<file path="config.mk">
export PLATFORM = sky130hd
export DESIGN_NAME = multicycle_controller_flat
export DESIGN_NICKNAME = d
export VERILOG_FILES = /design/src/rtl/multicycle_controller_pkg.sv /design/src/rtl/multicycle_controller_if.sv /design/src/rtl/multicycle_controller_decoder.sv /design/src/rtl/multicycle_controller.sv /design/src/flat_wrapper.sv
export SDC_FILE = /design/constraint.sdc
export NUM_CORES = 1
export LEC_CHECK = 0
export BUFFER_PORTS_ARGS = -buffer_cell sky130_fd_sc_hd__clkbuf_2
export CAP_MARGIN = 20
export CELL_PAD_IN_SITES_DETAIL_PLACEMENT = 2
export CELL_PAD_IN_SITES_GLOBAL_PLACEMENT = 2
export CORE_MARGIN = 2
export CORE_UTILIZATION = 24
export CTS_BUF_LIST = sky130_fd_sc_hd__clkbuf_8
export DETAILED_ROUTE_END_ITERATION = 12
export PLACE_DENSITY_LB_ADDON = 0.1
export SYNTH_ARGS = -nofsm -noshare
export SYNTH_HDL_FRONTEND = slang
export SYNTH_SLANG_ARGS = --single-unit
</file>
<file path="constraint.sdc">
create_clock -name clk -period 1.7 [get_ports clk]
set_input_delay 0.17 -clock clk [delete_from_list [all_inputs] [get_ports clk]]
set_output_delay 0.17 -clock clk [all_outputs]
set_load 0.02 [all_outputs]
</file>
<file path="src/rtl/multicycle_controller_pkg.sv">
// Shared LEGv8 definitions for the multi-cycle controller: opcode patterns,
// ALU and operand-B select codes, FSM state encoding and decoded opcode class.
package legv8_pkg;

  localparam int OPC_W     = 11;
  localparam int B_PFX_W   = 6;
  localparam int CB_PFX_W  = 8;
  localparam int IMM_PFX_W = 10;

  localparam logic [B_PFX_W-1:0]   OPC_B    = 6'b000101;
  localparam logic [CB_PFX_W-1:0]  OPC_CBZ  = 8'b10110100;
  localparam logic [CB_PFX_W-1:0]  OPC_CBNZ = 8'b10110101;
  localparam logic [IMM_PFX_W-1:0] OPC_ADDI = 10'b1001000100;
  localparam logic [IMM_PFX_W-1:0] OPC_SUBI = 10'b1101000100;
  localparam logic [OPC_W-1:0]     OPC_AND  = 11'b10001010000;
  localparam logic [OPC_W-1:0]     OPC_ADD  = 11'b10001011000;
  localparam logic [OPC_W-1:0]     OPC_ORR  = 11'b10101010000;
  localparam logic [OPC_W-1:0]     OPC_SUB  = 11'b11001011000;
  localparam logic [OPC_W-1:0]     OPC_STUR = 11'b11111000000;
  localparam logic [OPC_W-1:0]     OPC_LDUR = 11'b11111000010;

  localparam logic [3:0] ALU_AND   = 4'b0000;
  localparam logic [3:0] ALU_ORR   = 4'b0001;
  localparam logic [3:0] ALU_ADD   = 4'b0010;
  localparam logic [3:0] ALU_SUB   = 4'b0110;
  localparam logic [3:0] ALU_PASSB = 4'b0111;

  localparam logic [1:0] SRCB_REG  = 2'b00;
  localparam logic [1:0] SRCB_FOUR = 2'b01;
  localparam logic [1:0] SRCB_IMM  = 2'b10;
  localparam logic [1:0] SRCB_BR   = 2'b11;

  typedef enum logic [3:0] {
    FETCH     = 4'd0,
    DECODE    = 4'd1,
    EXEC_R    = 4'd2,
    EXEC_I    = 4'd3,
    MEM_ADDR  = 4'd4,
    MEM_READ  = 4'd5,
    MEM_WRITE = 4'd6,
    WB_ALU    = 4'd7,
    WB_MEM    = 4'd8,
    BRANCH    = 4'd9
  } state_e;

  typedef struct packed {
    logic r_type;
    logic i_type;
    logic load;
    logic store;
    logic b;
    logic cbz;
    logic cbnz;
    logic illegal;
  } op_class_t;

endpackage

</file>
<file path="src/rtl/multicycle_controller_if.sv">
// Controller <-> datapath bundle: instruction/status inputs and all strobes.
interface multicycle_controller_if;
  logic [10:0] opCode;
  logic        zero;
  logic        memReady;
  logic        pcWrite;
  logic        pcSrc;
  logic        irWrite;
  logic        iOrD;
  logic        memRead;
  logic        memWrite;
  logic        memToReg;
  logic        regWrite;
  logic        reg2Loc;
  logic        aluSrcA;
  logic [1:0]  aluSrcB;
  logic [3:0]  aluOp;
  logic        illegalOp;
  logic        memFault;
  logic [3:0]  state;

  modport master (
    input  opCode, zero, memReady,
    output pcWrite, pcSrc, irWrite, iOrD, memRead, memWrite, memToReg,
           regWrite, reg2Loc, aluSrcA, aluSrcB, aluOp, illegalOp, memFault, state
  );

  modport slave (
    output opCode, zero, memReady,
    input  pcWrite, pcSrc, irWrite, iOrD, memRead, memWrite, memToReg,
           regWrite, reg2Loc, aluSrcA, aluSrcB, aluOp, illegalOp, memFault, state
  );
endinterface

</file>
<file path="src/rtl/multicycle_controller_decoder.sv">
// Combinational opcode classifier: one-hot instruction class plus the ALU
// operation used by R-type and immediate instructions.
module opcode_decoder
  import legv8_pkg::*;
(
  input  logic [OPC_W-1:0] op_code_i,
  output op_class_t        op_class_o,
  output logic [3:0]       alu_op_o
);

  always_comb begin
    op_class_o = '0;
    alu_op_o   = ALU_ADD;
    if (op_code_i[10:5] == OPC_B) begin
      op_class_o.b = 1'b1;
    end else if (op_code_i[10:3] == OPC_CBZ) begin
      op_class_o.cbz = 1'b1;
    end else if (op_code_i[10:3] == OPC_CBNZ) begin
      op_class_o.cbnz = 1'b1;
    end else if (op_code_i[10:1] == OPC_ADDI) begin
      op_class_o.i_type = 1'b1;
    end else if (op_code_i[10:1] == OPC_SUBI) begin
      op_class_o.i_type = 1'b1;
      alu_op_o          = ALU_SUB;
    end else begin
      case (op_code_i)
        OPC_AND: begin
          op_class_o.r_type = 1'b1;
          alu_op_o          = ALU_AND;
        end
        OPC_ADD:  op_class_o.r_type = 1'b1;
        OPC_ORR: begin
          op_class_o.r_type = 1'b1;
          alu_op_o          = ALU_ORR;
        end
        OPC_SUB: begin
          op_class_o.r_type = 1'b1;
          alu_op_o          = ALU_SUB;
        end
        OPC_STUR: op_class_o.store   = 1'b1;
        OPC_LDUR: op_class_o.load    = 1'b1;
        default:  op_class_o.illegal = 1'b1;
      endcase
    end
  end

endmodule

</file>
<file path="src/rtl/multicycle_controller.sv">
// Multi-cycle LEGv8 control FSM sharing one ALU and one memory across phases.
// state     | meaning
// FETCH     | read instruction at PC, PC+4 -> PC on memReady
// DECODE    | branch target into aluOut, dispatch on opcode class
// EXEC_R/I  | register or immediate ALU operation
// MEM_ADDR  | effective address for LDUR/STUR
// MEM_READ  | data read, wait for memReady
// MEM_WRITE | data write, wait for memReady
// WB_ALU/MEM| register write-back from aluOut / MDR
// BRANCH    | conditional or unconditional PC update from aluOut
module multicycle_controller
  import legv8_pkg::*;
#(
  parameter int MEM_TIMEOUT = 16,
  parameter int TO_W        = 5
) (
  input logic                     clk,
  input logic                     reset,
  multicycle_controller_if.master bus
);

  state_e          state_q, state_d;
  logic [TO_W-1:0] wait_cnt_q, wait_cnt_d;
  op_class_t       op_class;
  logic [3:0]      dec_alu_op;
  logic            req_state;
  logic            timeout;

  opcode_decoder u_dec (
    .op_code_i  (bus.opCode),
    .op_class_o (op_class),
    .alu_op_o   (dec_alu_op)
  );

  always_ff @(posedge clk) begin
    if (reset) begin
      state_q    <= FETCH;
      wait_cnt_q <= '0;
    end else begin
      state_q    <= state_d;
      wait_cnt_q <= wait_cnt_d;
    end
  end

  assign req_state  = (state_q == FETCH) || (state_q == MEM_READ) || (state_q == MEM_WRITE);
  assign timeout    = req_state && !bus.memReady &&
                      (wait_cnt_q == TO_W'(MEM_TIMEOUT - 1));
  // Any exit from a request state (completion or abort) restarts the count.
  assign wait_cnt_d = (req_state && !bus.memReady && !timeout) ? wait_cnt_q + TO_W'(1) : '0;
  assign bus.state  = reset ? 4'd0 : state_q;

  always_comb begin
    state_d       = state_q;
    bus.pcWrite   = 1'b0;
    bus.pcSrc     = 1'b0;
    bus.irWrite   = 1'b0;
    bus.iOrD      = 1'b0;
    bus.memRead   = 1'b0;
    bus.memWrite  = 1'b0;
    bus.memToReg  = 1'b0;
    bus.regWrite  = 1'b0;
    bus.reg2Loc   = 1'b0;
    bus.aluSrcA   = 1'b0;
    bus.aluSrcB   = SRCB_REG;
    bus.aluOp     = ALU_AND;
    bus.illegalOp = 1'b0;
    bus.memFault  = 1'b0;

    case (state_q)
      FETCH: begin
        bus.memRead = 1'b1;
        bus.aluSrcB = SRCB_FOUR;
        bus.aluOp   = ALU_ADD;
        if (bus.memReady) begin
          bus.irWrite = 1'b1;
          bus.pcWrite = 1'b1;
          state_d     = DECODE;
        end else if (timeout) begin
          bus.memFault = 1'b1;
        end
      end
      DECODE: begin
        bus.aluSrcB = SRCB_BR;
        bus.aluOp   = ALU_ADD;
        bus.reg2Loc = op_class.cbz | op_class.cbnz | op_class.store;
        if (op_class.illegal) begin
          bus.illegalOp = 1'b1;
          state_d       = FETCH;
        end else if (op_class.r_type) begin
          state_d = EXEC_R;
        end else if (op_class.i_type) begin
          state_d = EXEC_I;
        end else if (op_class.load || op_class.store) begin
          state_d = MEM_ADDR;
        end else begin
          state_d = BRANCH;
        end
      end
      EXEC_R: begin
        bus.aluSrcA = 1'b1;
        bus.aluSrcB = SRCB_REG;
        bus.aluOp   = dec_alu_op;
        state_d     = WB_ALU;
      end
      EXEC_I: begin
        bus.aluSrcA = 1'b1;
        bus.aluSrcB = SRCB_IMM;
        bus.aluOp   = dec_alu_op;
        state_d     = WB_ALU;
      end
      MEM_ADDR: begin
        bus.aluSrcA = 1'b1;
        bus.aluSrcB = SRCB_IMM;
        bus.aluOp   = ALU_ADD;
        state_d     = op_class.load ? MEM_READ : MEM_WRITE;
      end
      MEM_READ: begin
        bus.memRead = 1'b1;
        bus.iOrD    = 1'b1;
        if (bus.memReady) begin
          state_d = WB_MEM;
        end else if (timeout) begin
          bus.memFault = 1'b1;
          state_d      = FETCH;
        end
      end
      MEM_WRITE: begin
        bus.iOrD    = 1'b1;
        bus.reg2Loc = 1'b1;
        // The aborting cycle must not commit a write alongside memFault.
        bus.memWrite = !timeout;
        if (bus.memReady) begin
          state_d = FETCH;
        end else if (timeout) begin
          bus.memFault = 1'b1;
          state_d      = FETCH;
        end
      end
      WB_ALU: begin
        bus.regWrite = 1'b1;
        state_d      = FETCH;
      end
      WB_MEM: begin
        bus.regWrite = 1'b1;
        bus.memToReg = 1'b1;
        state_d      = FETCH;
      end
      BRANCH: begin
        bus.pcSrc = 1'b1;
        if (op_class.b) begin
          bus.pcWrite = 1'b1;
        end else begin
          bus.reg2Loc = 1'b1;
          bus.aluSrcA = 1'b1;
          bus.aluSrcB = SRCB_REG;
          bus.aluOp   = ALU_PASSB;
          bus.pcWrite = op_class.cbz ? bus.zero : !bus.zero;
        end
        state_d = FETCH;
      end
      default: state_d = FETCH;
    endcase

    if (reset) begin
      bus.pcWrite   = 1'b0;
      bus.pcSrc     = 1'b0;
      bus.irWrite   = 1'b0;
      bus.iOrD      = 1'b0;
      bus.memRead   = 1'b0;
      bus.memWrite  = 1'b0;
      bus.memToReg  = 1'b0;
      bus.regWrite  = 1'b0;
      bus.reg2Loc   = 1'b0;
      bus.aluSrcA   = 1'b0;
      bus.aluSrcB   = '0;
      bus.aluOp     = '0;
      bus.illegalOp = 1'b0;
      bus.memFault  = 1'b0;
    end
  end

endmodule

</file>
<file path="src/flat_wrapper.sv">
// flat-port wrapper written by rule: the top's interface ports become plain ports
module multicycle_controller_flat import legv8_pkg::*;
#(
  parameter int MEM_TIMEOUT = 16,
  parameter int TO_W        = 5
)
  (clk, reset, bus_opCode, bus_zero, bus_memReady, bus_pcWrite, bus_pcSrc, bus_irWrite, bus_iOrD, bus_memRead, bus_memWrite, bus_memToReg, bus_regWrite, bus_reg2Loc, bus_aluSrcA, bus_aluSrcB, bus_aluOp, bus_illegalOp, bus_memFault, bus_state);
  multicycle_controller_if bus_i ();
  input logic clk;
  input logic reset;
  input wire logic [$bits(bus_i.opCode)-1:0] bus_opCode;
  input wire logic [$bits(bus_i.zero)-1:0] bus_zero;
  input wire logic [$bits(bus_i.memReady)-1:0] bus_memReady;
  output wire logic [$bits(bus_i.pcWrite)-1:0] bus_pcWrite;
  output wire logic [$bits(bus_i.pcSrc)-1:0] bus_pcSrc;
  output wire logic [$bits(bus_i.irWrite)-1:0] bus_irWrite;
  output wire logic [$bits(bus_i.iOrD)-1:0] bus_iOrD;
  output wire logic [$bits(bus_i.memRead)-1:0] bus_memRead;
  output wire logic [$bits(bus_i.memWrite)-1:0] bus_memWrite;
  output wire logic [$bits(bus_i.memToReg)-1:0] bus_memToReg;
  output wire logic [$bits(bus_i.regWrite)-1:0] bus_regWrite;
  output wire logic [$bits(bus_i.reg2Loc)-1:0] bus_reg2Loc;
  output wire logic [$bits(bus_i.aluSrcA)-1:0] bus_aluSrcA;
  output wire logic [$bits(bus_i.aluSrcB)-1:0] bus_aluSrcB;
  output wire logic [$bits(bus_i.aluOp)-1:0] bus_aluOp;
  output wire logic [$bits(bus_i.illegalOp)-1:0] bus_illegalOp;
  output wire logic [$bits(bus_i.memFault)-1:0] bus_memFault;
  output wire logic [$bits(bus_i.state)-1:0] bus_state;
  assign bus_i.opCode = bus_opCode;
  assign bus_i.zero = bus_zero;
  assign bus_i.memReady = bus_memReady;
  assign bus_pcWrite = bus_i.pcWrite;
  assign bus_pcSrc = bus_i.pcSrc;
  assign bus_irWrite = bus_i.irWrite;
  assign bus_iOrD = bus_i.iOrD;
  assign bus_memRead = bus_i.memRead;
  assign bus_memWrite = bus_i.memWrite;
  assign bus_memToReg = bus_i.memToReg;
  assign bus_regWrite = bus_i.regWrite;
  assign bus_reg2Loc = bus_i.reg2Loc;
  assign bus_aluSrcA = bus_i.aluSrcA;
  assign bus_aluSrcB = bus_i.aluSrcB;
  assign bus_aluOp = bus_i.aluOp;
  assign bus_illegalOp = bus_i.illegalOp;
  assign bus_memFault = bus_i.memFault;
  assign bus_state = bus_i.state;
  multicycle_controller #(.MEM_TIMEOUT(MEM_TIMEOUT), .TO_W(TO_W)) u_core (.clk(clk), .reset(reset), .bus(bus_i));
endmodule
</file>
==> impl_metrics.py <==
metrics = {
    "synthesis": {
        "synth_top_cell_by_area": "dfxtp_1",
        "synth_flop_cell": "dfxtp_1",
        "postSynthCellCount": 141,
        "yosys-top-cells-area": "dfxtp_1, nor2_1, and3_1",
        "yosys_register_bits": 9,
        "syn_area_per_cell_um2": 7.28,
        "ys_types": 49,
        "yosys.cell_count.top_type": "nor2_1",
        "ys_seq_area_share_pct": 17.6,
        "synthArstFlopShare_pct": 0,
        "ys_warn_count": 0,
        "synth.top_cell.area_share_pct": 17.6,
        "syn_area_um2": 1030,
        "synth_nets": 158,
        "synthTopCellsByCount": "nor2_1, dfxtp_1",
        "synth_edf_count": 0,
    },
    "power": {
        "fin_total_pwr_uw": 707,
        "leakagePower_nw": 0.807,
        "ir_drop_mv": 0.455,
        "p_per_area_nw_per_um2": 367,
    },
    "flow_run": {
        "drv_cap": 0,
    },
    "floorplanning": {
        "row_count": 23,
        "die-area_um2": 4810,
        "coreArea_um2": 4060,
        "start_util_pct": 25.3,
        "die_h_um": 69.4,
        "die_w_um": 69.4,
        "io_pins": 37,
    },
    "place": {
        "place.gp.congestion": 0.831,
        "port_buffers": 35,
        "dp_slack_ps": -265,
        "dpl-instance-area_um2": 1520,
        "post-dp-hpwl_mm": 3.68,
    },
    "timing": {
        "drv_slew": 0,
        "min_period_ps": 1930,
        "fin_crit_sh_pct": 114,
        "setup_ws_ps": -232,
        "finClkSkew_ps": 1.61,
        "setup_violations": 8,
        "hold_viol": 0,
        "max_freq_mhz": 518,
        "rsz0062_at_grt": "yes",
    },
    "global_route": {
        "grt_pass1_wl_mm": 8.09,
        "grtUsageTotal_pct": 21.0,
        "grt-ovfl-total": 0,
        "grt_pass1_vias": 1558,
        "antenna_found_initial": 0,
        "grt_max_degree": 15,
    },
    "worst_setup_path": {
        "r2r_setup_slack_ps": 60,
        "rr_startpoint": "u_core.wait_cnt_q[0]",
        "critPathLaunchType": "primary input",
        "critPathMaxFanout": 2,
        "cp_data_arrival_time_ps": 1760,
        "timing.critical_path.to_type": "output port",
        "cp.required_ps": 1530,
        "critPathKind": "primary input to output port",
        "r2r_end": "u_core.state_q[0]",
        "reg2reg_depth": 7,
    },
    "cts": {
        "cts_buffers": 3,
        "htreeDepth": 1,
        "clkSlewWorstSetupHoldPaths_ps": 50,
        "cts_max_path_buffers": 2,
        "cts_tree": "done",
        "clk_latency_ps": 230,
        "clock_sinks": 9,
        "clockRootBuffer": "clkbuf_8",
        "holdBufCountCts": 0,
    },
    "hold_path": {
        "min_from": "bus_opCode[1]",
        "hp-class": "primary input to flop",
        "hold_end": "u_core.state_q[1]",
        "hold_depth": 5,
    },
    "finish": {
        "diodes": 0,
        "area_growth_pct": 87.9,
        "drive_gt1_share_pct": 60.6,
        "fin_area_um2": 1930,
        "nets": 234,
    },
    "route": {
        "ant_nets": 0,
        "dr.pass1.iters": 4,
        "drc": 0,
        "drt_iter0_markers": 64,
        "vias_per_cell": 5.34,
        "wl_per_cell_um": 20.1,
        "num_vias": 1420,
        "wl_mm": 5.34,
    },
    "outcome": {
        "outcome": "complete, but fails checks",
        "violations": "setup timing",
    },
}
==> flip-flops by register name (all words and copies together), names as in the netlist <==
| signal | flops |
|---|---|
| u_core.state_q | 4 |
| u_core.wait_cnt_q | 5 |
==> report_power, final <==
part           leakage, nW  internal [mW]  switching, mW  total (mW)
clock network       0.0269          0.157         0.0793       0.236
logic                0.704          0.117          0.136       0.253
registers           0.0765          0.213        0.00575       0.218
==> through the flow <==
stage	util, %	cells	TNS [ps]	hold WS (ps)
3_5_place_dp	37.6	253	-926	520
2_1_floorplan	-	141	-113	391
6_report	47.5	266	-883	451
4_1_cts	43.5	260	-430	417
3_3_place_gp	37.6	253	-477	485
5_1_grt	47.5	266	-1610	483
==> area by class of cell <==
cell class              instances  area, um^2
clock buffers                   3        41.3
repair buffers                 81         602
multi-input cells             116        1000
fillers                       456        2130
inverters                       6        22.5
clock inverters                 1        3.75
well taps                      50        62.6
flip-flops and latches          9         195
==> cell families (layout without fill, tap and decap cells) <==
logic type / after synthesis / count (layout) / synth area share, %
simple gates: 75 / 75 / 43.0
compound gates: 31 / 31 / 24.0
buf+inv: 16 / 91 / 6.34
flops: 9 / 9 / 17.6
xor+xnor: 5 / 5 / 4.27
fa+ha+maj: 2 / 2 / 2.44
mux: 2 / 2 / 1.95
other cells: 1 / 1 / 0.366
==> worst max-delay path by stage <==
stage / from / end / slack, ps
after floorplan: bus_opCode[3] / bus_reg2Loc / -110
after global placement: bus_opCode[3] / bus_reg2Loc / -210
after detailed placement: bus_opCode[3] / bus_reg2Loc / -260
after CTS: bus_opCode[3] / bus_reg2Loc / -230
after global routing: bus_opCode[3] / bus_reg2Loc / -280
final: bus_opCode[3] / bus_reg2Loc / -230
==> timing repair <==
action | 4_1_cts | 5_1_grt
cloned | 0 | 0
resized for setup | 46 | 34
hold endpoints to repair | 0 | 0
pin swaps | 10 | 14
buffers inserted | 3 | 6
endpoints found under the setup margin | 13 | 15
==> worst max-delay path: stages <==
cell,delay (ps)
buf_6,90
or4b_4,520
or3_4,360
o2111a_1,270
a211oi_4,160
clkbuf_8,180
==> placed cells by master, fill, tap and decap left out, types with 3 or more instances in the layout <==
master | netlist | routed
buf_4 | 1 | 43
clkbuf_2 | 0 | 24
nor2_1 | 19 | 13
clkbuf_8 | 0 | 7
buf_6 | 0 | 7
inv_1 | 6 | 6
nand2b_1 | 6 | 6
nand2_1 | 6 | 6
nand3_1 | 6 | 5
nor2_2 | 0 | 4
a21oi_1 | 5 | 4
or2_2 | 3 | 3
nor2b_1 | 4 | 3
and3_4 | 0 | 3
and3_1 | 6 | 3
nor3_1 | 6 | 3
nand3b_1 | 3 | 3
xor2_1 | 3 | 3
dfxtp_2 | 0 | 3
dfxtp_4 | 0 | 3
dfxtp_1 | 9 | 3
==> per-layer routing <==
layer  up-vias  routed length (um)  GRT usage [%]
met4         0                  58           5.66
li1        661                   -              -
met1       727                2170           23.2
met5         -                   0              0
met3         6                 130           3.49
met2        26                2980           40.7
(Power assumes the default switching activity.)
